$ cat config.mk
export PLATFORM = sky130hd
export DESIGN_NAME = fibonacci_index_finder
export DESIGN_NICKNAME = d
export VERILOG_FILES = /design/src/rtl/fibonacci_index_finder.sv
export SDC_FILE = /design/constraint.sdc
export NUM_CORES = 1
export LEC_CHECK = 0
export CORE_MARGIN = 8
export CORE_UTILIZATION = 40
export CTS_CLUSTER_DIAMETER = 100
export DETAILED_ROUTE_END_ITERATION = 7
export GPL_TIMING_DRIVEN = 0
export SLEW_MARGIN = 10
export SYNTH_ARGS = -nofsm -noshare
export SYNTH_HDL_FRONTEND = slang
export SYNTH_SLANG_ARGS = --single-unit
$ cat constraint.sdc
create_clock -name clk -period 2.1 [get_ports clk]
set_input_delay 0.21 -clock clk [delete_from_list [all_inputs] [get_ports clk]]
set_output_delay 0.21 -clock clk [all_outputs]
set_load 0.03 [all_outputs]
$ cat src/rtl/fibonacci_index_finder.sv
// Inverse Fibonacci search: finds the largest k with F(k) <= value, one term per clock,
// and flags whether value is itself a Fibonacci number.
module fibonacci_index_finder #(
  parameter int WIDTH = 8,
  parameter int IDX_W = 5
) (
  input  logic             clk,
  input  logic             rst,
  input  logic             start,
  input  logic [WIDTH-1:0] value,
  output logic             busy,
  output logic             done,
  output logic [IDX_W-1:0] index,
  output logic             is_fib
);

  typedef enum logic {IDLE, SEARCH} state_t;

  // Two guard bits let the overshooting term F(m) and its successor be held exactly.
  localparam int TW = WIDTH + 2;
  localparam logic [IDX_W-1:0] K_ONE = IDX_W'(1);
  localparam logic [TW-1:0]    T_ONE = TW'(1);

  state_t           state;
  logic [WIDTH-1:0] target;
  logic [TW-1:0]    a;
  logic [TW-1:0]    b;
  logic [IDX_W-1:0] k;
  logic [TW-1:0]    target_ext;

  assign target_ext = TW'(target);

  // NOTE: every register here is state, so all updates are non-blocking; mixing in
  // blocking assignments would make the a/b swap order-dependent.
  always_ff @(posedge clk or posedge rst) begin
    if (rst) begin
      state  <= IDLE;
      target <= '0;
      a      <= '0;
      b      <= '0;
      k      <= '0;
      busy   <= 1'b0;
      done   <= 1'b0;
      index  <= '0;
      is_fib <= 1'b0;
    end else begin
      case (state)
        IDLE: begin
          done <= 1'b0;
          if (start) begin
            target <= value;
            a      <= '0;
            b      <= T_ONE;
            k      <= '0;
            busy   <= 1'b1;
            index  <= '0;
            is_fib <= 1'b0;
            state  <= SEARCH;
          end
        end
        SEARCH: begin
          if (a == target_ext) begin
            index  <= k;
            is_fib <= 1'b1;
            done   <= 1'b1;
            busy   <= 1'b0;
            state  <= IDLE;
          end else if (a > target_ext) begin
            // a starts at 0 <= target, so overshoot always happens with k >= 1.
            index  <= k - K_ONE;
            is_fib <= 1'b0;
            done   <= 1'b1;
            busy   <= 1'b0;
            state  <= IDLE;
          end else begin
            a <= b;
            b <= a + b;
            k <= k + K_ONE;
          end
        end
        default: state <= IDLE;
      endcase
    end
  end

endmodule

== Word level (Yosys, flattened, before mapping) ==
Index checks and enable logic that the tools add are counted.

* Bits in registers: 42
* Input bits: 11
* Logic and storage cells: 51

* $add $sub $neg: 3
* Order comparisons: 1
* Equal/unequal tests: 5
* Mux-type cells: 29
* Bitwise operators: 1
* Reduce and logical (&&, ||, !) cells: 3

{| class="wikitable"
|+ Operator list
! cell !! count
|-
| 10-bit 2-to-1 mux || 6
|-
| 10-bit one-hot mux with 2 select lines || 2
|-
| 5-bit 2-to-1 mux || 5
|-
| 5-bit one-hot mux with 2 select lines || 2
|-
| 10-bit adder || 1
|-
| 10-bit by 8-bit equality test with 1-bit output || 1
|-
| 10-bit by 8-bit > comparator with 1-bit output || 1
|-
| 1-bit 2-to-1 mux || 10
|-
| 1-bit one-hot mux with 2 select lines || 4
|-
| 2-bit != test (second input constant) || 3
|-
| 5-bit by 1-bit adder with 5-bit output (second input constant) || 1
|-
| 5-bit by 1-bit subtractor with 5-bit output (second input constant) || 1
|-
| 2-bit AND reduction || 2
|-
| 3-bit by 1-bit != test with 1-bit output (second input constant) || 1
|-
| 3-bit AND reduction || 1
|-
| 1-bit NOT || 1
|}

== Depth between registers and ports, before layout ==
Gate-level depths: netlist (run 1).

* Depth in word-level cells: 4
* Gate-level depth with buffers: 10
* Mapped depth without buffers: 9

== Worst setup path before layout (run 1) ==
OpenSTA, ideal clock, no wires.

* Path type: register to register
* From: register a[3]
* To: register k[2]
* Library setup time: 0.079 ns
* Arrival time: 2.088 ns
* Data required time: 2.021 ns
* Setup slack: -0.067 ns
* Stages on the path, launching flop included: 9
* Buffers on the path: 1
* Clock period less this slack: 2.167 ns
* Cells stage by stage: dfrtp_1 -> ha_1 -> a211oi_1 -> o21ai_0 -> a221o_1 -> or2_1 -> buf_6 -> mux2_4 -> mux2i_1

* Word-level cells in the longest chain between the ends: 3
* Elaborated cells between the ends (all ways): 5
* Those cells by class: order compare (1); eq/ne (3); reduce/logical (1)

{| class="wikitable"
|+ Ends and longest elaborated chain
! item !! RTL line !! RTL
|-
| start: declaration || 26 || <nowiki>logic [TW-1:0] a;</nowiki>
|-
| start signal: assignment || 39 || <nowiki>a <= '0;</nowiki>
|-
| start signal: assignment || 52 || <nowiki>a <= '0;</nowiki>
|-
| start signal: assignment || 76 || <nowiki>a <= b;</nowiki>
|-
| 10-bit by 8-bit > comparator with 1-bit output or 10-bit by 8-bit equality test with 1-bit output (tied branches) || 68, 62 ||
|-
| 2-bit != test (no source line) || - ||
|-
| 3-bit AND reduction (no source line) * || - ||
|-
| end signal: assignment || 78 || <nowiki>k <= k + K_ONE;</nowiki>
|-
| end: declaration || 28 || <nowiki>logic [IDX_W-1:0] k;</nowiki>
|}

Mark *: on every way between the ends. The rest lies on a longest branch, timed or not.
A chain may end at the register's enable or synchronous reset.

== Final worst setup path (run 1) ==
* From: register target[0]
* To: register k[2]

* Word-level cells in the longest chain between the ends: 3
* Elaborated cells between the ends (all ways): 5
* Those cells by class: order compare (1); eq/ne (3); reduce/logical (1)

{| class="wikitable"
|+ Ends and longest elaborated chain
! item !! RTL line !! RTL
|-
| start: declaration || 25 || <nowiki>logic [WIDTH-1:0] target;</nowiki>
|-
| start signal: assignment || 51 || <nowiki>target <= value;</nowiki>
|-
| 10-bit by 8-bit > comparator with 1-bit output or 10-bit by 8-bit equality test with 1-bit output (tied branches) || 68, 62 ||
|-
| 2-bit != test (no source line) || - ||
|-
| 3-bit AND reduction (no source line) * || - ||
|}

Marked as above.

==> metrics.yaml, run 1 <==
syn-cell-area_mm2: 0.002370
cts_tree: "yes"
crit_type: "reg2reg"
grt_usage_pct: 13.78
fillerInstances: 530
tightest_slew_ns: 0.6585
synth_area_leaders: "dfrtp_1 (44%), ha_1 (10%), nand2_1 (6.3%)"
cp_num_buf_inv: 0
grt_pass1_wl_um: 9542
grt_pass1_vias: 1953
coreArea_mm2: 0.005816
drc_errors: 0
wl_per_cell_um: 15.54
fmax_mhz: 460.6
totalWireLength_um: 5718
ys_seq_elements: 42
numCtsBuffers: 5
violations: "negative setup slack"
finalNonFillerCells: 368
ys_seq_area_share_pct: 44.35
firstDrtPassIters: 4
finalCritPeriodShare_pct: 103.4
io_pins: 19
crit_cells: 7
synth.distinct_cells: 42
synth_top_area_share_pct: 44.35
htreeDepth: 2
vias: 1908
synth.avg_cell_area_um2: 9.221
skew_ns: 0.007424
crit_slowest_cell: "dfrtp_1"
fin_ws_ns: -0.07123
antenna_found_initial: 0
p_leak_nw: 1.395
cts_max_path_buffers: 2
rrSetupSlack_ns: -0.07
ir_drop_v: 0.0005705
power_mw: 4.620
yosys_warnings: 0
finalWeightedCongestion: 0.8098
clock_latency_ns: 0.30
hold_path_class: "in2async"
cts.reportedPaths.clkPinSlew_ns: 0.08
initial_core_util_pct: 40.75
dieArea_mm2: 0.008643
final-hold-violation-count: 0
fp.dieH_um: 92.97
post-route-util_pct: 52.00
start_kind: "flip-flop"
die_w_um: 92.97
cp.required_ns: 2.32
r2r_start: "target[0]$_DFFE_PP0P_"
fin_nets: 323
crit_start: "target[0]$_DFFE_PP0P_"
hpwl_um: 4030
final.min_clock_period_ns: 2.171
slew_viol_final: 0
max_stage_delay_ns: 0.43
rsz0062_at_grt: "yes"
dpl.cell_count: 351
relSlewSlack_pct: 55.94
grt-ovfl-total: 0
grt_max_degree: 23
netlist_instances: 257
arrival_ns: 2.39
end_kind: "flip-flop"
r2r-end: "k[2]$_DFFE_PP0P_"
syn_to_final_growth_pct: 27.61
rr_worst_depth: 7
powerDensity_mw_per_mm2: 1528
cts-root-buf: "clkbuf_8"
path_cells: "ha_4 > nand2b_4 > a21o_1 > a221o_1 > or2_4 > mux2_4 > mux2i_1"
drt_iter0_drc: 87
yosysTopAreaCell: "dfrtp_1"
viasPerCell: 5.185
status: "complete, but fails checks"
crit_path_end: "k[2]$_DFFE_PP0P_"
diodes: 0
crit_family: "compound AO/OA/AOI/OAI gates"
layout-drive-gt1-share_pct: 19.80
row_count: 28
cap_violations: 0
clock-sinks: 42
io_buffers: 18
critPathMaxFanout: 6
setup_viol: 12
synth_nets: 288
ant_nets: 0
## stage by stage
step                cell area [µm²]  setup WS, ns  hold slack (ns)  setup TNS, ns
finish                         3024      -0.07123           0.2718        -0.2617
global route                   3024       -0.1467           0.3417         -2.371
CTS                            2879      -0.07268           0.2837        -0.7103
detailed placement             2689       -0.5755           0.4652         -10.74
global placement               2661       -0.5295           0.4624         -12.56
floorplan                      2387      -0.01733           0.3057       -0.03192
## routing by layer
| layer | GRT usage [%] | wire, µm | share of wire (%) |
|---|---|---|---|
| met5 | 0 | 0 | 0 |
| met1 | 18.12 | 2752 | 48 |
| met4 | 3.221 | 48 | 0.84 |
| met3 | 3.686 | 207 | 3.6 |
| met2 | 22.01 | 2710 | 47 |
## how the worst min path moves through the flow
stage | cells past startpoint | slack (ns) | from | end
global route | 2 | 0.34 | rst | index[3]$_DFFE_PP0P_
finish | 2 | 0.27 | rst | index[3]$_DFFE_PP0P_
global placement | 2 | 0.46 | busy$_DFFE_PP0P_ | busy$_DFFE_PP0P_
detailed placement | 2 | 0.47 | done$_DFFE_PP0P_ | done$_DFFE_PP0P_
CTS | 2 | 0.28 | rst | index[3]$_DFFE_PP0P_
floorplan | 1 | 0.31 | start | is_fib$_DFFE_PP0P_
## kinds of logic (layout without fill, tap and decap cells)
logic type / count (synthesis) / after routing / synth area share [%]
buffers and inverters: 32 / 68 / 5.702
adder cells (fa/ha/maj): 20 / 20 / 10.88
AO/OA/AOI/OAI: 55 / 55 / 14.89
multiplexers: 3 / 3 / 1.531
AND/OR/NAND/NOR: 94 / 94 / 18.58
XOR/XNOR: 11 / 11 / 4.066
flip-flops: 42 / 42 / 44.35
## final cells by class
cell class	instances	area [µm²]	share of cell area, %
multi-input cells	183	1330	43.98
flip-flops and latches	42	1052	34.80
repair buffers	30	307.8	10.18
well taps	75	93.84	3.103
clock buffers	7	86.33	2.855
inverters	20	75.07	2.482
plain buffers	10	73.82	2.441
clock inverters	1	5.005	0.1655
## cell usage after synthesis, drive strengths merged
cell type,number
o41ai,1
xor2,3
ha,19
nor3,3
nor2b,4
o2111a,1
a31oi,1
mux2i,1
nor3b,1
nand3b,2
nand4,2
nor4,3
clkbuf,9
buf,3
a21o,3
xnor2,8
dfrtp,42
o21bai,1
or3,2
fa,1
nor2,12
nor4b,1
a22o,4
inv,20
nand2b,2
nand2,40
mux2,2
a211oi,4
o22ai,5
or2,1
and3,1
o21a,1
nand3,18
o21ai,22
a221o,1
and2,2
o211ai,2
o31ai,5
a21oi,4
## flip-flops by register name, summed over array words and instances, names as in the netlist
name / count
is_fib: 1
state: 1
b: 10
target: 8
done: 1
k: 5
index: 5
busy: 1
a: 10
## report_power, final
part	switching, mW	leakage (nW)	internal, mW
clock	0.286	0.0482	0.266
sequential	0.216	0.547	1.10
combinational	1.52	0.800	1.24
total	2.02	1.40	2.60
## layout by cell type, fill, tap and decap left out, types with 2 or more instances in the layout
| master | netlist | layout |
|---|---|---|
| a211oi_2 | 0 | 3 |
| a21o_1 | 3 | 3 |
| a21oi_1 | 4 | 3 |
| a22o_1 | 4 | 4 |
| and2_1 | 2 | 2 |
| buf_4 | 0 | 12 |
| clkbuf_1 | 9 | 5 |
| clkbuf_8 | 0 | 7 |
| clkdlybuf4s50_1 | 0 | 18 |
| dfrtp_1 | 42 | 41 |
| ha_1 | 19 | 16 |
| ha_4 | 0 | 3 |
| inv_1 | 20 | 17 |
| inv_2 | 0 | 3 |
| nand2_1 | 40 | 39 |
| nand3_1 | 18 | 14 |
| nand3_2 | 0 | 4 |
| nand3b_1 | 2 | 2 |
| nand4_1 | 2 | 2 |
| nor2_1 | 11 | 8 |
| nor2_2 | 1 | 2 |
| nor2_4 | 0 | 2 |
| nor2b_1 | 4 | 3 |
| nor3_1 | 3 | 3 |
| nor4_1 | 3 | 2 |
| o211ai_1 | 2 | 2 |
| o21ai_0 | 22 | 10 |
| o21ai_1 | 0 | 9 |
| o21ai_2 | 0 | 3 |
| o22ai_1 | 5 | 5 |
| o31ai_1 | 5 | 3 |
| o31ai_2 | 0 | 2 |
| or3_1 | 2 | 2 |
| xnor2_1 | 8 | 8 |
| xor2_1 | 3 | 3 |
## what timing repair did
action,CTS,global route
pin swaps,6,7
gates resized for setup,21,34
setup endpoints to repair,31,30
gates cloned,1,1
hold buffers,0,0
setup buffers,7,2
Power figures use the tool's default switching activity.
==> inputs of run 2 (changes only) <==
--- a/config.mk
+++ b/config.mk
@@ -9,7 +9,6 @@
 export CORE_UTILIZATION = 40
 export CTS_CLUSTER_DIAMETER = 100
 export DETAILED_ROUTE_END_ITERATION = 7
-export GPL_TIMING_DRIVEN = 0
 export SLEW_MARGIN = 10
 export SYNTH_ARGS = -nofsm -noshare
 export SYNTH_HDL_FRONTEND = slang
==> constraint.sdc (replaced) <==
create_clock -name clk -period 2.2 [get_ports clk]
set_input_delay 0.22 -clock clk [delete_from_list [all_inputs] [get_ports clk]]
set_output_delay 0.22 -clock clk [all_outputs]
set_load 0.03 [all_outputs]
==> run 2 against run 1 <==
Compared with the run above: the run now ends clean; critical endpoint unchanged; via count is 2.4% lower; clock power is 5.6% lower; design area is 4.1% lower; die area stayed put; sequential cell count stayed put; sequential power is 3% lower; first-iteration DRC count is 34% lower; count of clock-buffer cells in the layout stayed put.
==> metrics.yaml, run 2 (synthesis results as in run 1) <==
clock_latency_ns: 0.29
crit_start: "target[0]$_DFFE_PP0P_"
relSlewSlack_pct: 51.29
drc_errors: 0
p_leak_nw: 1.366
powerDensity_mw_per_mm2: 1383
skew_ns: 0.003482
power_frac_comb_pct: 55.4
dieArea_mm2: 0.008643
htreeDepth: 2
status: "finished clean"
cts-root-buf: "clkbuf_8"
cts_tree: "yes"
io_buffers: 18
syn_to_final_growth_pct: 22.44
grtUsageMet3_pct: 2.724
r2r_start: "target[0]$_DFFE_PP0P_"
setup_viol: 0
final.min_clock_period_ns: 2.147
cap_violations: 0
rrSetupSlack_ns: 0.05
numCtsBuffers: 5
ir_drop_v: 0.0005194
switching_power_mw: 1.718
p_int_mw: 2.295
rsz0062_at_grt: "yes"
met2_usage_pct: 19.70
tightest_slew_ns: 0.7289
largestRegisters: "a x10, b x10, target x8"
switching_share_pct: 42.81
drt_iter0_drc: 57
cts.reportedPaths.clkPinSlew_ns: 0.08
row_count: 28
grt_max_degree: 43
fp.dieH_um: 92.97
crit_type: "reg2reg"
hpwl_um: 3789
cp.required_ns: 2.42
cp_num_buf_inv: 0
clock-sinks: 42
slew_viol_final: 0
cts_setup_buffers: 0
clock_power_share_pct: 13.0
seqPwrFrac_pct: 31.6
crit_family: "compound AO/OA/AOI/OAI gates"
diodes: 0
finalCritPeriodShare_pct: 97.61
grt_pass1_wl_um: 8797
ant_nets: 0
end_kind: "flip-flop"
fin_ws_ns: 0.05262
fin_nets: 319
grt_pass1_vias: 1815
path_cells: "ha_1 > nand2b_1 > a21o_1 > a221o_1 > or2_4 > mux2_4 > mux2i_1"
cts_max_path_buffers: 2
max_stage_delay_ns: 0.40
final_common_cell: "dfrtp_1"
arrival_ns: 2.37
critPathMaxFanout: 7
holdBufCountCts: 0
grt-ovfl-total: 0
stdcell_area_mm2: 0.002902
fmax_mhz: 465.7
die_w_um: 92.97
antenna_found_initial: 0
hold_path_class: "in2async"
placed_area_mm2: 0.002719
grt.busiest_layer: "met2"
start_kind: "flip-flop"
viasPerCell: 5.118
wl_per_cell_um: 14.28
firstDrtPassIters: 4
totalWireLength_um: 5197
crit_slowest_cell: "dfrtp_1"
coreArea_mm2: 0.005816
initial_core_util_pct: 40.75
vias: 1863
final_cell_mix: "dfrtp_1 (42), nand2_1 (39), inv_1 (19)"
fillerInstances: 562
place_ws_ns: -0.08793
grt_usage_pct: 12.63
grt_util_met1_pct: 16.52
layout-drive-gt1-share_pct: 15.57
io_pins: 19
final-hold-violation-count: 0
finalWeightedCongestion: 0.8243
[run 2: through the flow]
step / utilization (%) / total power [mW] / std cells / setup TNS (ns) / hold slack [ns]
after floorplan: - / 2.684 / 257 / 0 / 0.3157
after global placement: 46.75 / 3.300 / 356 / 0 / 0.4581
after detailed placement: 46.75 / 3.345 / 356 / -0.4827 / 0.4667
after CTS: 48.45 / 3.889 / 364 / 0 / 0.3765
after global routing: 49.89 / 4.346 / 364 / -0.01676 / 0.3983
final: 49.89 / 4.013 / 364 / 0 / 0.3535
[run 2: layout make-up]
| cell class | instances | area [µm²] | share of cell area [%] |
|---|---|---|---|
| multi-input combinational | 183 | 1267 | 43.68 |
| sequential | 42 | 1051 | 36.22 |
| timing repair buffer | 36 | 322.8 | 11.13 |
| tap | 75 | 93.84 | 3.234 |
| clock buffer | 7 | 86.33 | 2.975 |
| inverter | 20 | 75.07 | 2.587 |
| clock inverter | 1 | 5.005 | 0.1725 |
[run 2: final timing paths]
kind	to	cells after the start
setup / recovery	k[2]$_DFFE_PP0P_	7
hold / removal	a[0]$_DFFE_PP0P_	3
setup reg to reg	k[2]$_DFFE_PP0P_	7
hold reg to reg	busy$_DFFE_PP0P_	2
max in group asynchronous	b[0]$_DFFE_PP0P_	3
min in group clk	target[0]$_DFFE_PP0P_	3
[run 2: metal layers]
layer / vias up / part of all wire, %
li1: 956 / -
met2: 23 / 44
met1: 877 / 51
met4: 0 / 2.1
met5: - / 0
met3: 7 / 3.3
[run 2: power by group through the flow]
stage               Sequential [mW]  Combinational [mW]  Clock (mW)
floorplan                      1.29                1.40           0
global placement               1.27                2.03           0
detailed placement             1.27                2.07           0
CTS                            1.26                2.10       0.529
global route                   1.31                2.47       0.564
finish                         1.27                2.22       0.521
[run 2: timing repair]
action / 4_1_cts / 5_1_grt
gates resized for setup: 3 / 25
cloned: 0 / 0
pin swaps: 0 / 2
setup endpoints to repair: 22 / 25
[run 2: worst min-delay path: cells and delay by family]
family                 cells  cell delay [ns]
buffers and inverters      3             0.88
==> inputs of run 3 (changes only) <==
--- a/config.mk
+++ b/config.mk
@@ -5,7 +5,7 @@
 export SDC_FILE = /design/constraint.sdc
 export NUM_CORES = 1
 export LEC_CHECK = 0
-export CORE_MARGIN = 8
+export CORE_MARGIN = 4
 export CORE_UTILIZATION = 40
 export CTS_CLUSTER_DIAMETER = 100
 export DETAILED_ROUTE_END_ITERATION = 7
==> run 3 against run 2 <==
Compared with the run above: first-iteration DRC count is 33% higher; combinational power about the same; critical path depth rose by 1.
==> metrics.yaml, run 3 (synthesis results as in run 1) <==
firstDrtPassIters: 4
final_cell_mix: "dfrtp_1 (42), nand2_1 (39)"
fin_nets: 319
cts_tree: "yes"
arrival_ns: 2.28
hold_path_class: "in2async"
fp.dieH_um: 84.97
cts-root-buf: "clkbuf_8"
ir_drop_v: 0.0005682
totalWireLength_um: 5093
grt_pass1_vias: 1841
r2r_start: "a[3]$_DFFE_PP0P_"
cts_setup_buffers: 0
viasPerCell: 5.147
fmax_mhz: 473.7
syn_to_final_growth_pct: 21.49
status: "finished clean"
final_common_cell: "dfrtp_1"
tightest_slew_ns: 0.7431
drc_errors: 0
rsz0062_at_grt: "yes"
crit_type: "reg2reg"
die_w_um: 84.97
rr_worst_depth: 8
diodes: 0
dpl.cell_count: 353
powerDensity_mw_per_mm2: 1379
r2r-end: "b[1]$_DFFE_PP0P_"
clock_latency_ns: 0.29
row_count: 27
cp.required_ns: 2.37
cap_violations: 0
antenna_found_initial: 0
htreeDepth: 2
finalWeightedCongestion: 0.7674
numCtsBuffers: 5
initial_core_util_pct: 42.00
skew_ns: 0.01058
drt_iter0_drc: 76
final-hold-violation-count: 0
grt-ovfl-total: 0
setup_viol: 0
cts.reportedPaths.clkPinSlew_ns: 0.08
cts_max_path_buffers: 2
grt_usage_pct: 14.87
relSlewSlack_pct: 50.34
p_leak_nw: 1.361
finalNonFillerCells: 361
finalCritPeriodShare_pct: 95.96
stdcell_area_mm2: 0.002879
largestRegisters: "a x10, b x10, target x8"
dieArea_mm2: 0.007220
grt_max_degree: 43
clock-sinks: 42
rrSetupSlack_ns: 0.09
io_pins: 19
crit_path_end: "b[1]$_DFFE_PP0P_"
coreArea_mm2: 0.005642
slew_viol_final: 0
placed_area_mm2: 0.002715
holdBufCountCts: 0
grt_pass1_wl_um: 8700
ant_nets: 0
fin_hold_ws_ns: 0.3637
wl_per_cell_um: 14.11
vias: 1858
critPathMaxFanout: 11
layout-drive-gt1-share_pct: 14.53
final.min_clock_period_ns: 2.111
end_kind: "flip-flop"
tns_ns: 0
hpwl_um: 3678
crit_start: "a[3]$_DFFE_PP0P_"
io_buffers: 18
start_kind: "flip-flop"
==> run 3: cell counts in the layout (fill, tap and decap cells not counted) <==
No cell type changed its count.
==> run 3: metal layers <==
| layer | up-vias | share of wire (%) | global-route usage (%) |
|---|---|---|---|
| met5 | - | 0 | 0 |
| met4 | 0 | 1.5 | 4.317 |
| met3 | 8 | 3.8 | 2.913 |
| met2 | 37 | 45 | 23.94 |
| met1 | 861 | 49 | 20.28 |
| li1 | 952 | - | - |
==> run 3: power by group <==
| group | leakage [nW] | total (mW) | internal (mW) | switching, mW |
|---|---|---|---|---|
| Sequential | 0.549 | 1.25 | 1.05 | 0.205 |
| Combinational | 0.764 | 2.21 | 0.982 | 1.23 |
| Clock | 0.0482 | 0.513 | 0.253 | 0.259 |
==> run 3: worst min path at each step <==
stage | start | end | slack (ns) | depth (start not counted)
CTS | rst | busy$_DFFE_PP0P_ | 0.38 | 3
detailed placement | busy$_DFFE_PP0P_ | busy$_DFFE_PP0P_ | 0.46 | 2
global placement | done$_DFFE_PP0P_ | done$_DFFE_PP0P_ | 0.46 | 2
finish | rst | busy$_DFFE_PP0P_ | 0.36 | 3
global route | rst | a[1]$_DFFE_PP0P_ | 0.44 | 3
floorplan | start | is_fib$_DFFE_PP0P_ | 0.32 | 1
==> run 3: layout make-up <==
class	count	area [µm²]
clock buffers	7	86.33
inverters	20	75.07
clock inverters	1	5.005
repair buffers	36	322.8
flip-flops and latches	42	1051
well taps	72	90.09
multi-input cells	183	1249
fillers	519	2763
==> run 3: repair_timing <==
action / 4_1_cts / 5_1_grt
gates resized for setup: 1 / 23
endpoints found under the setup margin: 11 / 32
pin swaps: 0 / 3
==> run 3: metrics by stage <==
step / setup WS [ns] / utilization [%] / total power, mW
final: 0.08897 / 51.03 / 3.971
after global routing: -0.02327 / 51.03 / 4.326
after CTS: 0.008153 / 49.79 / 3.852
after detailed placement: -0.03287 / 48.13 / 3.315
after global placement: 0.002824 / 48.13 / 3.290
after floorplan: 0.03264 / - / 2.684
==> run 3: critical path: stages (launching register included) <==
cell and delay [ns]:
dfrtp_1 0.42, ha_4 0.26, a211oi_2 0.21, o21ai_1 0.09, a221o_1 0.36, or2_4 0.28
buf_4 0.18, nand3_1 0.09, o21ai_1 0.10
